--- src/rtl/pulse_reg_queue.sv ---
// Pulse register queue: per-field staging registers feed a DEPTH-entry FIFO
// of assembled pulse words. The downstream side pops with a ready handshake;
// every pop registers the head entry onto the pulse outputs together with a
// single-cycle cstrobe. Occupancy, full and a sticky overflow flag are
// reported alongside.
module pulse_reg_queue #(
  parameter int PHASE_WIDTH    = 17,
  parameter int FREQ_WIDTH     = 9,
  parameter int AMP_WIDTH      = 16,
  parameter int CFG_WIDTH      = 4,
  parameter int ENV_WORD_WIDTH = 24,
  parameter int DEPTH          = 8,
  parameter int CNT_WIDTH      = $clog2(DEPTH + 1)
) (
  input  logic                      clk,
  input  logic                      rstn,
  input  logic [PHASE_WIDTH-1:0]    phase_offs_in,
  input  logic [FREQ_WIDTH-1:0]     freq_in,
  input  logic [AMP_WIDTH-1:0]      amp_in,
  input  logic [ENV_WORD_WIDTH-1:0] env_word_in,
  input  logic [CFG_WIDTH-1:0]      cfg_in,
  input  logic                      phase_write_en,
  input  logic                      freq_write_en,
  input  logic                      amp_write_en,
  input  logic                      env_word_write_en,
  input  logic                      cfg_write_en,
  input  logic                      cstrobe_in,
  input  logic                      out_ready,
  input  logic                      overflow_clr,
  output logic [PHASE_WIDTH-1:0]    phase,
  output logic [FREQ_WIDTH-1:0]     freq,
  output logic [AMP_WIDTH-1:0]      amp,
  output logic [ENV_WORD_WIDTH-1:0] env_word,
  output logic [CFG_WIDTH-1:0]      cfg,
  output logic                      cstrobe,
  output logic                      out_valid,
  output logic [CNT_WIDTH-1:0]      level,
  output logic                      full,
  output logic                      overflow
);

  localparam int PTR_WIDTH   = (DEPTH > 1) ? $clog2(DEPTH) : 1;
  localparam int ENTRY_WIDTH = PHASE_WIDTH + FREQ_WIDTH + AMP_WIDTH
                             + ENV_WORD_WIDTH + CFG_WIDTH;

  localparam logic [CNT_WIDTH-1:0] DEPTH_CNT = CNT_WIDTH'(DEPTH);
  localparam logic [CNT_WIDTH-1:0] ONE_CNT   = CNT_WIDTH'(1);
  localparam logic [PTR_WIDTH-1:0] ONE_PTR   = PTR_WIDTH'(1);

  // Staging registers
  logic [PHASE_WIDTH-1:0]    phase_stg;
  logic [FREQ_WIDTH-1:0]     freq_stg;
  logic [AMP_WIDTH-1:0]      amp_stg;
  logic [ENV_WORD_WIDTH-1:0] env_word_stg;
  logic [CFG_WIDTH-1:0]      cfg_stg;

  // FIFO storage and bookkeeping
  logic [ENTRY_WIDTH-1:0] mem [DEPTH];
  logic [PTR_WIDTH-1:0]   wr_ptr;
  logic [PTR_WIDTH-1:0]   rd_ptr;

  logic [PHASE_WIDTH-1:0]    phase_cmt;
  logic [FREQ_WIDTH-1:0]     freq_cmt;
  logic [AMP_WIDTH-1:0]      amp_cmt;
  logic [ENV_WORD_WIDTH-1:0] env_word_cmt;
  logic [CFG_WIDTH-1:0]      cfg_cmt;
  logic [ENTRY_WIDTH-1:0]    commit_word;
  logic [ENTRY_WIDTH-1:0]    head_word;

  logic                 push;
  logic                 pop;
  logic                 drop;
  logic [CNT_WIDTH-1:0] level_next;

  // Commit word: a field written in the commit cycle goes in with its new value
  always_comb begin
    phase_cmt    = phase_write_en    ? phase_offs_in : phase_stg;
    freq_cmt     = freq_write_en     ? freq_in       : freq_stg;
    amp_cmt      = amp_write_en      ? amp_in        : amp_stg;
    env_word_cmt = env_word_write_en ? env_word_in   : env_word_stg;
    cfg_cmt      = cfg_write_en      ? cfg_in        : cfg_stg;
    commit_word  = {phase_cmt, freq_cmt, amp_cmt, env_word_cmt, cfg_cmt};
  end

  // Handshake decode; a pop frees the slot the same-cycle push will use
  always_comb begin
    pop  = out_valid & out_ready;
    push = cstrobe_in & (~full | pop);
    drop = cstrobe_in & full & ~pop;
    unique case ({push, pop})
      2'b10:   level_next = level + ONE_CNT;
      2'b01:   level_next = level - ONE_CNT;
      default: level_next = level;
    endcase
  end

  assign head_word = mem[rd_ptr];

  // Field staging: each field loads independently on its own write strobe
  always_ff @(posedge clk or negedge rstn) begin
    if (!rstn) begin
      phase_stg    <= '0;
      freq_stg     <= '0;
      amp_stg      <= '0;
      env_word_stg <= '0;
      cfg_stg      <= '0;
    end else begin
      if (phase_write_en)    phase_stg    <= phase_offs_in;
      if (freq_write_en)     freq_stg     <= freq_in;
      if (amp_write_en)      amp_stg      <= amp_in;
      if (env_word_write_en) env_word_stg <= env_word_in;
      if (cfg_write_en)      cfg_stg      <= cfg_in;
    end
  end

  // FIFO storage write; contents are don't-care until referenced by the pointers
  always_ff @(posedge clk) begin
    if (push) mem[wr_ptr] <= commit_word;
  end

  // Pointers and occupancy; level/full/out_valid all follow level_next so they
  // stay mutually consistent every cycle
  always_ff @(posedge clk or negedge rstn) begin
    if (!rstn) begin
      wr_ptr    <= '0;
      rd_ptr    <= '0;
      level     <= '0;
      full      <= 1'b0;
      out_valid <= 1'b0;
    end else begin
      if (push) wr_ptr <= wr_ptr + ONE_PTR;
      if (pop)  rd_ptr <= rd_ptr + ONE_PTR;
      level     <= level_next;
      full      <= (level_next == DEPTH_CNT);
      out_valid <= (level_next != '0);
    end
  end

  // Sticky overflow; a dropped commit outranks a same-cycle clear
  always_ff @(posedge clk or negedge rstn) begin
    if (!rstn) begin
      overflow <= 1'b0;
    end else if (drop) begin
      overflow <= 1'b1;
    end else if (overflow_clr) begin
      overflow <= 1'b0;
    end
  end

  // Issued pulse: head entry is registered on pop, held otherwise
  always_ff @(posedge clk or negedge rstn) begin
    if (!rstn) begin
      phase    <= '0;
      freq     <= '0;
      amp      <= '0;
      env_word <= '0;
      cfg      <= '0;
      cstrobe  <= 1'b0;
    end else begin
      cstrobe <= pop;
      if (pop) begin
        {phase, freq, amp, env_word, cfg} <= head_word;
      end
    end
  end

endmodule

--- config.mk ---
export PLATFORM = sky130hd
export DESIGN_NAME = pulse_reg_queue
export DESIGN_NICKNAME = d
export VERILOG_FILES = /design/src/rtl/pulse_reg_queue.sv
export SDC_FILE = /design/constraint.sdc
export NUM_CORES = 1
export LEC_CHECK = 0
export CORE_MARGIN = 2
export CORE_UTILIZATION = 64
export CTS_CLUSTER_DIAMETER = 30
export DETAILED_ROUTE_END_ITERATION = 10
export PLACE_DENSITY = 0.85
export SYNTH_ARGS = -nofsm -noshare
export SYNTH_HDL_FRONTEND = slang
export SYNTH_SLANG_ARGS = --single-unit
--- constraint.sdc ---
create_clock -name clk -period 10.4 [get_ports clk]
set_input_delay 2.08 -clock clk [delete_from_list [all_inputs] [get_ports clk]]
set_output_delay 2.08 -clock clk [all_outputs]
set_load 0.02 [all_outputs]
==> reports/summary.txt, run 1 <==
Most frequent cells in the layout: 560 x edfxtp_1, 156 x clkdlybuf4s50_1, 151 x dfrtp_1
CTS root buffer: clkbuf_16
Crit Path Class: in2reg
Worst min-delay path class: reg2reg
Hold_ws: 0.4813 ns
Setup TNS: 0 ns
Setup bufs post-CTS: 0
Worst EP arrival: 5.65 ns
Post-synthesis xor/xnor area fraction: 0.2298%
WL per Instance: 30.61 um
Drt total wl: 65.01 mm
Core Rows: 74
Final Critical Period: 5.389 ns
IO Pins: 158
# diodes: 0
Vias per inst: 6.489
Core footprint: 0.04102 mm^2
CTS resizes: 0
Crit end category: flip-flop
Max Root-Sink Buffers: 3
Post-synthesis simple-gate area fraction: 1.660%
YS warnings: 0
Clock net sink count: 714
CTS Buf Count: 115
Worst-path clk slew: 0.05 ns
Vias in the first global route: 15.10k
Cell area after synthesis: 0.02667 mm^2
Post-synthesis register bit count: 714
Synth-to-layout area growth: 23.30%
Port bufs: 157
GR Util All Layers: 31.23%
Mapped Cells: 1261
Dpl hpwl: 29.37 mm
Largest fanout on the critical path: 70
CTS Hold Bufs: 0
Highest clock rate: 185.6 MHz
Initial antenna violation count: 0
First-pass GRT wire length: 98.39 mm
Worst-skew pair later-pin latency: 0.66 ns
Final setup skew: 0.02938 ns
GR Overflow Total: 0
Nets: 1574
Final estimated routing congestion in global placement: 0.7531
Tcrit/Tclk final: 51.82%
Setup crit start kind: input port
RSZ-0062 raised after global routing: no
Initial Util: 65.03%
Crit path required time: 10.66 ns
Die Y: 208.2 um
LEAKAGE: 11.55 nW
DIE AREA: 0.04333 mm^2
Vias: 13.78k
Least-Margin Pin Slew: 1.272 ns
Pin count of the biggest net entering global routing: 93
Post-route ant nets: 0
Fill count: 1794
PnR worst setup slack: 5.011 ns
Synth Flop Type: edfxtp_1
PwrDens: 318.2 mW/mm^2
DR iter-0 viols: 1578
Status: finished, final reports clean
Share of cells above drive strength 1: 28.14%
Seq/Total Area, Yosys: 77.49%
EDFF count, synth: 560
Max-slew headroom: 14.97%
Final Max Slew Viols: 0
Hold Vio Cnt, Final: 0
Mapped Nets: 1346
Main combinational cell family by area after synthesis: multiplexers
Die W: 208.2 um
Async SR Flop Fraction: 21.57%
Drt drc: 0
CTS tree: done
Average size of a mapped cell: 21.15 um^2
Synth Area in Compound Gates: 1.553%
Commonest non-fill, non-tap cell in the layout: edfxtp_1
Dpl ws: 4.565 ns
H-tree levels: 3
Cell variety after synth: 32
Worst IR Drop VDD: 0.0002220 V
Multiplexer share of the synthesized area: 17.44%
Final Setup Violations: 0
DR pass1 iterations: 5
Synth Area in Adders: 0.2345%
Max-cap violations: 0
## cells by family after synthesis
| family | after synthesis |
|---|---|
| flops | 714 |
| mux | 281 |
| simple gates | 107 |
| compound gates | 79 |
| buf+inv | 68 |
| xor+xnor | 7 |
| fa+ha+maj | 5 |
## report_power, final
group,switching (mW),leakage (nW),internal [mW],total (mW)
logic,1.35,2.66,1.10,2.45
registers,0.341,6.93,3.65,3.99
clock network,1.46,1.97,2.56,4.02
## registers in the layout, summed over array words and instances (netlist names), 4 cells and up
signal,cells
amp,16
amp_stg,16
cfg,4
cfg_stg,4
env_word,24
env_word_stg,24
freq,9
freq_stg,9
level,4
mem,560
phase,17
phase_stg,17
## synth_stat cells, types with 2 or more instances
library cell | n | area, um^2
clkbuf_1 | 25 | 93.84
mux4_2 | 140 | 3153
nor3b_1 | 2 | 15.01
dfrtp_1 | 154 | 3854
mux2i_1 | 70 | 700.7
buf_2 | 26 | 130.1
nand2b_1 | 4 | 25.02
inv_1 | 4 | 15.01
ha_1 | 5 | 62.56
buf_1 | 2 | 7.510
o21ai_0 | 2 | 10.01
mux2_2 | 71 | 799.5
nor2_1 | 7 | 26.28
xnor2_1 | 6 | 52.55
nand2_1 | 85 | 319.1
o21ai_1 | 70 | 350.3
edfxtp_1 | 560 | 16820
buf_6 | 11 | 123.9
nand3_1 | 2 | 10.01
nor3_1 | 3 | 15.01
## path summary, 6_finish.rpt
kind | from | cells after the start | slack, ns | end
setup / recovery | out_ready | 6 | 5.01 | mem[6][36]
hold / removal | amp[4] | 2 | 0.48 | amp[4]
setup reg to reg | out_valid | 5 | 6.56 | mem[6][36]
hold reg to reg | amp[4] | 2 | 0.48 | amp[4]
max in group asynchronous | rstn | 2 | 7.41 | rd_ptr[0]
min in group asynchronous | rstn | 1 | 1.53 | phase[8]
## routing by layer
layer | wire (um) | global-route usage [%] | up-vias
met5 | 0 | 0 | -
met4 | 2011 | 12.11 | 0
met3 | 4879 | 5.600 | 133
met2 | 34790 | 54.41 | 821
met1 | 23330 | 39.66 | 7281
li1 | - | - | 5547
## worst max-delay path, stage by stage
cell	delay [ns]
clkdlybuf4s50_1	0.50
nand2_4	0.39
a21boi_1	0.67
nand2b_1	0.38
nor2_4	0.88
buf_4	0.66
## per-stage QoR
stage / instance area, um^2 / instances / power (mW) / util [%]
3_5_place_dp: 28770 / 1904 / 6.351 / 70.13
2_1_floorplan: 26670 / 1261 / 5.532 / -
6_report: 32890 / 2124 / 10.46 / 80.18
5_1_grt: 32890 / 2124 / 10.79 / 80.18
4_1_cts: 32890 / 2124 / 10.51 / 80.18
3_3_place_gp: 28770 / 1904 / 6.245 / 70.13
## cell type report
class,instances,area (um^2),share of cell area (%)
sequential,714,20680,62.88
clock buffer,128,3009,9.149
clock inverter,92,1114,3.386
timing repair buffer,175,1708,5.193
inverter,4,15.01,0.04565
multi-input combinational,479,5697,17.32
tap,532,665.6,2.024
Note: power is estimated with default switching activity, not from simulation.
==> run 2, diff against run 1 <==
CORE_UTILIZATION = 53   (was 64)
PLACE_DENSITY = 0.75   (was 0.85)
clock period = 4.5 ns   (was 10.4 ns; I/O delays follow)
==> reports/summary.txt, run 2 (synthesis results as in run 1) <==
Status: finished, final reports clean (unchanged)
DIE AREA: 0.05214 mm^2 (was 0.04333 mm^2)
Max Root-Sink Buffers: 3 (unchanged)
Dpl hpwl: 28.68 mm (was 29.37 mm)
DR pass1 iterations: 5 (unchanged)
Largest fanout on the critical path: 62 (was 70)
Worst EP arrival: 3.76 ns (was 5.65 ns)
Die W: 228.3 um (was 208.2 um)
Setup bufs post-CTS: 0 (unchanged)
Crit end category: flip-flop (unchanged)
Core footprint: 0.04997 mm^2 (was 0.04102 mm^2)
WL per Instance: 24.25 um (was 30.61 um)
Routed met3 length: 3.060 mm (was 4.879 mm)
CTS root buffer: clkbuf_16 (unchanged)
Largest register by flop count: mem (unchanged)
Fill count: 3105 (was 1794)
FF-to-FF setup slack: 1.54 ns (was 6.56 ns)
Crit path from: out_ready (unchanged)
Core Rows: 82 (was 74)
Initial antenna violation count: 0 (unchanged)
Max-cap violations: 0 (unchanged)
First-pass GRT wire length: 85.55 mm (was 98.39 mm)
Crit Path Class: in2reg (unchanged)
PwrDens: 707.5 mW/mm^2 (was 318.2 mW/mm^2)
Final Max Slew Viols: 0 (unchanged)
Vias in the first global route: 13.98k (was 15.10k)
Clock net sink count: 714 (unchanged)
Least-Margin Pin Slew: 1.102 ns (was 1.272 ns)
H-tree levels: 3 (unchanged)
LEAKAGE: 11.65 nW (was 11.55 nW)
CTS Buf Count: 115 (unchanged)
IO Pins: 158 (unchanged)
Worst R2R End: out_valid (was mem[6][36])
Share of cells above drive strength 1: 27.40% (was 28.14%)
Biggest regs: mem x560, env_word x24, env_word_stg x24 (unchanged)
Final Critical Period: 3.273 ns
Crit path largest cell delay: 0.51 ns (was 0.88 ns)
Vias per inst: 5.674 (was 6.489)
Most frequent cells in the layout: 560 x edfxtp_1, 156 x clkdlybuf4s50_1, 151 x dfrtp_1 (unchanged)
CP Cell Sequence: clkdlybuf4s50_1, nand2_4, buf_4, inv_1, ha_1, xor2_1, ha_1, nor3b_1, nor2_1, a211oi_1, o211ai_1 (was clkdlybuf4s50_1, nand2_4, a21boi_1, nand2b_1, nor2_4, buf_4)
CTS tree: done (unchanged)
Worst-skew pair later-pin latency: 0.64 ns (was 0.66 ns)
Hold Vio Cnt, Final: 0 (unchanged)
Placed cell count: 2058 (was 1904)
RSZ-0062 raised after global routing: no (unchanged)
DR iter-0 viols: 1146 (was 1578)
Final Setup Violations: 0 (unchanged)
FF-to-FF Start: out_valid (unchanged)
GR Util All Layers: 21.83% (was 31.23%)
Final estimated routing congestion in global placement: 0.7541 (was 0.7531)
Pin count of the biggest net entering global routing: 96 (was 93)
Nets: 1588 (was 1574)
Port bufs: 157 (unchanged)
Drt total wl: 55.15 mm (was 65.01 mm)
Drt drc: 0 (unchanged)
Synth-to-layout area growth: 24.52% (was 23.30%)
Worst min-delay path class: in2async (was reg2reg)
Vias: 12.90k (was 13.78k)
Highest clock rate: 305.5 MHz
Reg2Reg Depth: 10 (was 5)
Critical-path top delay cell: buf_4 (was nor2_4)
Tcrit/Tclk final: 72.74%
Initial Util: 53.39% (was 65.03%)
CTS resizes: 0 (unchanged)
Setup TNS: 0 ns (unchanged)
Met2 routed WL: 28.00 mm (was 34.79 mm)
Delay-heaviest family, CP: buffers and inverters (was simple AND/OR/NAND/NOR gates)
GR Overflow Total: 0 (unchanged)
Worst IR Drop VDD: 0.0003630 V (was 0.0002220 V)
Buf+Inv Stages, Crit Path: 3 (was 2)
Final setup skew: 0.02388 ns (was 0.02938 ns)
Met1 WL: 22.90 mm (was 23.33 mm)
Top sig layer: met4 (unchanged)
Max reg flops: 560 (unchanged)
CTS Hold Bufs: 0 (unchanged)
Die Y: 228.3 um (was 208.2 um)
Post-route ant nets: 0 (unchanged)
Worst-path clk slew: 0.05 ns (about the same)
Crit path required time: 4.99 ns (was 10.66 ns)
Non-Filler Instances: 2274 (was 2124)
Setup crit start kind: input port (unchanged)
Crit-path most repeated cell: ha_1
Max-slew headroom: 26.32% (was 14.97%)
# diodes: 0 (unchanged)
Commonest non-fill, non-tap cell in the layout: edfxtp_1 (unchanged)
## run 2: cell types whose count changed in the layout (fill, tap and decap cells not counted), sizes merged
cell and delta:
inv -14, bufinv -2, clkinv +5, buf +13
clkbuf +21, clkinvlp -13
## run 2: area by class of cell
| type | instances | area, um^2 | share of cell area [%] |
|---|---|---|---|
| Multi-Input combinational cell | 479 | 5709 | 17.19 |
| Clock buffer | 148 | 3188 | 9.598 |
| Inverter | 4 | 15.01 | 0.04520 |
| Tap cell | 672 | 840.8 | 2.531 |
| Timing Repair Buffer | 189 | 1991 | 5.993 |
| Sequential cell | 714 | 20680 | 62.26 |
| Clock inverter | 68 | 790.8 | 2.381 |
## run 2: metal layers
| metal | vias up | global-route usage [%] |
|---|---|---|
| met3 | 76 | 3.880 |
| met5 | - | 0 |
| met4 | 0 | 7.496 |
| met1 | 6823 | 29.68 |
| met2 | 443 | 36.18 |
| li1 | 5560 | - |
## run 2: per-stage QoR
step                      instance area [um^2]  total power, mW  setup slack, ns  hold WS [ns]  utilization [%]
final                                    33220            23.50            1.227        0.3433            66.48
after global routing                     33220            24.41            1.070        0.4154            66.48
after CTS                                33220            23.71            1.270        0.3783            66.48
after detailed placement                 29240            14.75           0.6567        0.4746            58.51
after global placement                   29240            14.62           0.7328        0.4709            58.51
after floorplan                          26680            12.77          -0.4636        0.4871                -
## run 2: worst max path at each step
stage          cells past startpoint  slack, ns        end
2_1_floorplan                      4      -0.46  mem[2][0]
3_3_place_gp                      11       0.73  out_valid
3_5_place_dp                      11       0.66  out_valid
4_1_cts                           11       1.27  out_valid
5_1_grt                           11       1.07  out_valid
6_report                          11       1.23  out_valid
## run 2: report_power, final
| part | internal [mW] | leakage [nW] | total, mW | switching [mW] |
|---|---|---|---|---|
| clock network | 5.89 | 1.94 | 8.83 | 2.94 |
| logic | 2.64 | 2.78 | 5.54 | 2.90 |
| registers | 8.42 | 6.93 | 9.13 | 0.711 |
